===== src/rtl/cpu_pkg.sv =====
// cpu_pkg: definitions shared by the CPU pipeline and the memory arbiter.
//   ADDR_W_DEF / DATA_W_DEF : default SRAM address and data widths
//   NOP_INSTR               : instruction the fetch stage uses while the bus is taken
//   arb_state_t             : memory arbiter FSM states (3-bit encoding)
package cpu_pkg;

  localparam int unsigned ADDR_W_DEF = 16;
  localparam int unsigned DATA_W_DEF = 16;

  localparam logic [15:0] NOP_INSTR = 16'h0800;

  typedef enum logic [2:0] {
    ST_IDLE      = 3'd0,
    ST_FETCH     = 3'd1,
    ST_RD        = 3'd2,
    ST_WR_SETUP  = 3'd3,
    ST_WR_STROBE = 3'd4,
    ST_WR_HOLD   = 3'd5
  } arb_state_t;

  // True while a load or store owns the SRAM bus.
  function automatic logic is_data_state(arb_state_t s);
    return (s == ST_RD) || (s == ST_WR_SETUP) || (s == ST_WR_STROBE) ||
           (s == ST_WR_HOLD);
  endfunction

endpackage


===== src/rtl/mem_arbiter.sv =====
// mem_arbiter: shares one asynchronous SRAM port between instruction fetch and
// the MEM stage (loads/stores), sequencing the SRAM strobes.
// Ports:
//   clk, rst                  clock, async active-high reset
//   if_req/if_addr            fetch request and PC
//   if_data/if_valid          fetched word (NOP when not fetching), fetch strobe
//   mem_rd/mem_wr             load/store requests, held until mem_done
//   mem_addr/mem_wdata        load/store address and store data
//   mem_rdata/mem_done        load data (valid in RD), access-complete strobe
//   mem_conflict              fetch stage must substitute a NOP
//   sram_addr/sram_wdata      latched access address and store data
//   sram_rdata                SRAM bus read data
//   sram_drive                tri-state enable for sram_wdata
//   sram_ce_n/oe_n/we_n       active-low SRAM controls
module mem_arbiter
  import cpu_pkg::*;
#(
  parameter int unsigned ADDR_W = ADDR_W_DEF,
  parameter int unsigned DATA_W = DATA_W_DEF
) (
  input  logic              clk,
  input  logic              rst,
  input  logic              if_req,
  input  logic [ADDR_W-1:0] if_addr,
  output logic [DATA_W-1:0] if_data,
  output logic              if_valid,
  input  logic              mem_rd,
  input  logic              mem_wr,
  input  logic [ADDR_W-1:0] mem_addr,
  input  logic [DATA_W-1:0] mem_wdata,
  output logic [DATA_W-1:0] mem_rdata,
  output logic              mem_done,
  output logic              mem_conflict,
  output logic [ADDR_W-1:0] sram_addr,
  output logic [DATA_W-1:0] sram_wdata,
  input  logic [DATA_W-1:0] sram_rdata,
  output logic              sram_drive,
  output logic              sram_ce_n,
  output logic              sram_oe_n,
  output logic              sram_we_n
);

  arb_state_t        r_state;
  arb_state_t        w_next;
  logic [ADDR_W-1:0] r_addr;
  logic [DATA_W-1:0] r_wdata;

  // Leaving a data access only considers fetch, so every load/store is
  // followed by a fetch slot and the retiring request is not relaunched.
  always_comb begin
    w_next = ST_IDLE;
    case (r_state)
      ST_IDLE, ST_FETCH: begin
        if (mem_wr)      w_next = ST_WR_SETUP;
        else if (mem_rd) w_next = ST_RD;
        else if (if_req) w_next = ST_FETCH;
        else             w_next = ST_IDLE;
      end
      ST_RD, ST_WR_HOLD: w_next = if_req ? ST_FETCH : ST_IDLE;
      ST_WR_SETUP:       w_next = ST_WR_STROBE;
      ST_WR_STROBE:      w_next = ST_WR_HOLD;
      default:           w_next = ST_IDLE;
    endcase
  end

  always_ff @(posedge clk or posedge rst) begin
    if (rst) begin
      r_state <= ST_IDLE;
      r_addr  <= '0;
      r_wdata <= '0;
    end else begin
      r_state <= w_next;
      if (w_next == ST_FETCH) begin
        r_addr <= if_addr;
      end else if ((w_next == ST_RD || w_next == ST_WR_SETUP) &&
                   !is_data_state(r_state)) begin
        r_addr  <= mem_addr;
        r_wdata <= mem_wdata;
      end
    end
  end

  // Moore decode: strobes follow the state register only, so an async reset
  // releases them immediately.
  always_comb begin
    sram_ce_n  = 1'b1;
    sram_oe_n  = 1'b1;
    sram_we_n  = 1'b1;
    sram_drive = 1'b0;
    if_valid   = 1'b0;
    mem_done   = 1'b0;
    if_data    = DATA_W'(NOP_INSTR);
    mem_rdata  = '0;
    case (r_state)
      ST_FETCH: begin
        sram_ce_n = 1'b0;
        sram_oe_n = 1'b0;
        if_valid  = 1'b1;
        if_data   = sram_rdata;
      end
      ST_RD: begin
        sram_ce_n = 1'b0;
        sram_oe_n = 1'b0;
        mem_done  = 1'b1;
        mem_rdata = sram_rdata;
      end
      ST_WR_SETUP: begin
        sram_ce_n  = 1'b0;
        sram_drive = 1'b1;
      end
      ST_WR_STROBE: begin
        sram_ce_n  = 1'b0;
        sram_drive = 1'b1;
        sram_we_n  = 1'b0;
      end
      ST_WR_HOLD: begin
        sram_ce_n  = 1'b0;
        sram_drive = 1'b1;
        mem_done   = 1'b1;
      end
      default: ;
    endcase
  end

  assign mem_conflict = mem_rd | mem_wr | is_data_state(r_state);
  assign sram_addr    = r_addr;
  assign sram_wdata   = r_wdata;

endmodule


===== config.mk =====
export PLATFORM = sky130hd
export DESIGN_NAME = mem_arbiter
export DESIGN_NICKNAME = d
export VERILOG_FILES = /design/src/rtl/cpu_pkg.sv /design/src/rtl/mem_arbiter.sv
export SDC_FILE = /design/constraint.sdc
export NUM_CORES = 1
export LEC_CHECK = 0
export CAP_MARGIN = 15
export CORE_MARGIN = 1
export CORE_UTILIZATION = 36
export CTS_CLUSTER_DIAMETER = 80
export CTS_CLUSTER_SIZE = 30
export DETAILED_ROUTE_END_ITERATION = 16
export PLACE_DENSITY = 0.92
export SETUP_SLACK_MARGIN = 0.5
export SYNTH_ARGS = -nofsm -noshare
export SYNTH_HDL_FRONTEND = slang
export SYNTH_SLANG_ARGS = --single-unit

===== constraint.sdc =====
create_clock -name clk -period 3.6 [get_ports clk]
set_input_delay 0.36 -clock clk [delete_from_list [all_inputs] [get_ports clk]]
set_output_delay 0.36 -clock clk [all_outputs]
set_load 0.1 [all_outputs]

Word level (Yosys, flattened, before mapping)
Index checks and enable logic that the tools add are counted.
{"block": "classes", "eq_ne": 8, "mux": 14, "bitwise_logic": 3, "n_reduce_logical": 14}
{"cell": "two-way mux 16 bit", "n": 4}
{"cell": "equality test 3 x 2 -> 1 bit (second input constant)", "n": 4}
{"cell": "one-hot mux 3 bit (4 select lines)", "n": 1}
{"cell": "two-way mux 1 bit", "n": 7}
{"cell": "equality test 3 x 1 -> 1 bit (second input constant)", "n": 2}
{"cell": "equality test 3 bit (second input constant)", "n": 2}
{"cell": "OR reduction 2 bit", "n": 3}
{"cell": "OR reduction 5 bit", "n": 1}
{"cell": "logical OR 1 bit", "n": 4}
{"cell": "two-way mux 2 bit", "n": 2}
{"cell": "logical NOT 3 bit", "n": 1}
{"cell": "OR reduction 3 bit", "n": 1}
{"cell": "OR 1 bit", "n": 2}
{"cell": "AND reduction 2 bit", "n": 1}
{"cell": "nonzero test 2 bit", "n": 1}
{"cell": "logical AND 1 bit", "n": 1}
{"cell": "logical NOT 1 bit", "n": 1}
{"cell": "inverter 1 bit", "n": 1}
{"block": "word_totals", "register_bits": 35, "in_bits": 69, "out_inout_bits": 71, "word_cells": 42}

Logic depth before layout (Yosys ltp)
{"block": "logic_depth", "ltp_word": 9, "ltp_mapped": 5, "ltp_nobuf": 3}

Least setup slack after synthesis
No wires, ideal clock.
{"block": "synth_timing", "path_type": "reg2out", "from": "register r_state[2]", "to": "output port if_data[10]", "arrival_time_ns": 2.360, "required_time_ns": 3.240, "slack_ns": 0.880, "stages_incl_launch_ff": 5, "path_buffers": 2, "path_cell_list": "dfrtp_1 -> buf_2 -> nor3b_1 -> buf_2 -> and2_1"}
{"block": "synth_between", "elab_chain_cells": 2}
{"item": "start, declared", "line": "mem_arbiter.sv:43", "source": "arb_state_t r_state;"}
{"item": "start signal, assigned", "line": "mem_arbiter.sv:72", "source": "r_state <= w_next;"}
{"item": "equality test 3 x 1 -> 1 bit", "line": "mem_arbiter.sv:94", "source": "case (r_state)"}
{"item": "two-way mux 16 bit", "line": "mem_arbiter.sv:94"}
{"item": "end, declared", "line": "mem_arbiter.sv:25", "source": "output logic [DATA_W-1:0] if_data,"}
Every way passes these cells.

Worst setup path in the final report
{"block": "layout_timing", "from": "register r_state[1]", "to": "output port mem_rdata[5]"}
{"block": "layout_between", "elab_chain_cells": 2}
{"item": "equality test 3 x 2 -> 1 bit", "line": "mem_arbiter.sv:94"}
{"item": "two-way mux 16 bit", "line": "mem_arbiter.sv:94"}
{"item": "end, declared", "line": "mem_arbiter.sv:31", "source": "output logic [DATA_W-1:0] mem_rdata,"}
Every way passes these cells.

==> metrics.csv <==
metric,value,unit
outcome,"finished, final reports clean",
grt_pass1_vias,1676,
dieHeight,72.9,µm
firstDrtPassIters,4,
cts_buffers,5,
synthDistinctLibCells,30,
synth_top_family_by_area,simple AND/OR/NAND/NOR gates,
synth-seq-area-share,48.4,%
finalCritPeriodShare,75.9,%
area_delta_synth_final,78.2,%
ys_warn_count,0,
maxSlewViolCount,0,
dieArea,5320,µm²
die_w,72.9,µm
grt.overflow.total,0,
cts_tree,done,
final_util,67.4,%
wl_met2,2860,µm
synthAdderAreaFrac,0,%
syn_inst,153,
initial_utilization,37.8,%
antenna_found_initial,0,
setup_tns,0,ns
fin_skew,0.00547,ns
ys_top_cells_by_count,"dfrtp_1, and2_1, a221o_1, and3_1, mux2_2",
vias,1701,
synth_area_leaders,"dfrtp_1, and2_1, mux2_2, a221o_1, and3_1",
antenna_cells,0,
setup_viol_count_final,0,
cts_resized,0,
dp.cells,351,
synth_area_per_cell,11.8,µm²
worst_pin_slew,1.02,ns
std_cell_rows,25,
synth_edf_count,0,
synth-simple-area-share,22.7,%
async_reset_ff_share,100,%
drt_iter0_drc,80,
yosysMostFrequentCell,dfrtp_1,
viasPerCell,4.74,
drt_wl_total,5330,µm
htree_levels,2,
cp_data_required_time,3.24,ns
port_buffers,139,
grt_max_degree,36,
grt_first_pass_wirelength,8000,µm
cap_viol_max_count,0,
synth-main-ff-cell,dfrtp_1,
hold_class,in2async,
post_cts_buffers,0,
detailed_place_hpwl,4090,µm
synth-seq-cells,35,
arrival,2.37,ns
finalNetCount,360,
holdBufCountCts,0,
drc,0,
cpPeakStageDelay,0.77,ns
io_pins,140,
synth_compound_area_share,14.7,%
netlist_area,1810,µm²
synth_mux_area_share,9.95,%
crit_path_start_kind,flip-flop,
cts_root_buffer,clkbuf_8,
fin_crit,2.73,ns
crit_fanout,18,
drive_above_1_share,23.6,%
clock_path_buffers,2,
place_congestion,0.735,
nFillCells,378,
routed.top_layer,met4,
hold_ws,0.468,ns
syn_nets,222,
maxSlewHeadroom,31.6,%
detail-route-antenna-nets,0,
met3_length,292,µm
clock-sinks,35,
synthXorXnorAreaFrac,0,%
rsz0062_at_grt,false,
cp_cell_sequence,inv_1 > nor3_2 > and2_1 > buf_4,
wl_met1,2100,µm
max_freq,0.366,GHz
wire_per_inst,14.8,µm
track_usage,19.9,%
hold_viol,0,
yosys.area.top_type_share,48.4,%
crit_type,reg2out,
core,4790,µm²
instances_no_fill,359,
clk_pin_slew,0.07,ns
end_kind,primary output,
yosysTopAreaCell,dfrtp_1,
cp_slowest_cell,nor3_2,
clk_latency,0.28,ns
==> layout make-up <==
cell class              count  area [µm²]  area share, %
clock buffers               6        72.6           2.25
clock inverters             2        12.5          0.388
inverters                   2        7.51          0.233
multi-input cells         106         857           26.6
flip-flops and latches     35         876           27.2
well taps                  67        83.8           2.60
repair buffers            141        1320           40.8
==> path summary, 6_finish.rpt <==
check                               from             to  slack, ns  depth (start not counted)
setup / recovery              r_state[1]   mem_rdata[5]       0.87                          4
hold / removal                       rst   sram_addr[7]       0.47                          3
setup reg to reg              r_state[2]  sram_wdata[9]       1.69                          3
min in group clk           sram_wdata[8]  sram_wdata[8]       0.51                          1
hold reg to reg            sram_wdata[8]  sram_wdata[8]       0.51                          1
max in group asynchronous            rst  sram_addr[13]       2.82                          3
==> layout by cell type (no fill, tap or decap), drive strengths merged, types with 4 or more instances in the layout <==
master	Yosys	layout
clkbuf	3	6
clkdlybuf4s50	0	103
a221o	16	16
and2	31	31
mux2	16	16
nand2b	4	4
dfrtp	35	35
buf	7	38
and3	16	16
==> registers in the layout (all words and copies together), names as in the netlist <==
register / flops
sram_addr: 16
r_state: 3
sram_wdata: 16
==> per-layer routing <==
layer	global-route usage [%]	up-vias
met5	0	-
met4	6.10	0
li1	-	828
met1	23.0	807
met3	5.39	7
met2	35.7	59
==> through the flow <==
step           cell area (µm²)  setup WS [ns]
2_1_floorplan             1810          0.880
3_3_place_gp              3140           1.26
3_5_place_dp              3140           1.16
4_1_cts                   3230          0.846
5_1_grt                   3230          0.609
6_report                  3230          0.866
==> kinds of logic (layout without fill, tap and decap cells) <==
group / after synthesis / in the layout
buf+inv: 12 / 151
mux: 16 / 16
compound gates: 26 / 26
flops: 35 / 35
simple gates: 64 / 64
==> worst max-delay path: cells and delay by family, from the launching register on <==
family        cells  cell delay, ns
flops             1            0.49
buf+inv           2            0.59
simple gates      2            1.01
Power is left out: the tool's default activity adds up to more than one toggle a clock period on the data nets, which glitch-free logic cannot reach.
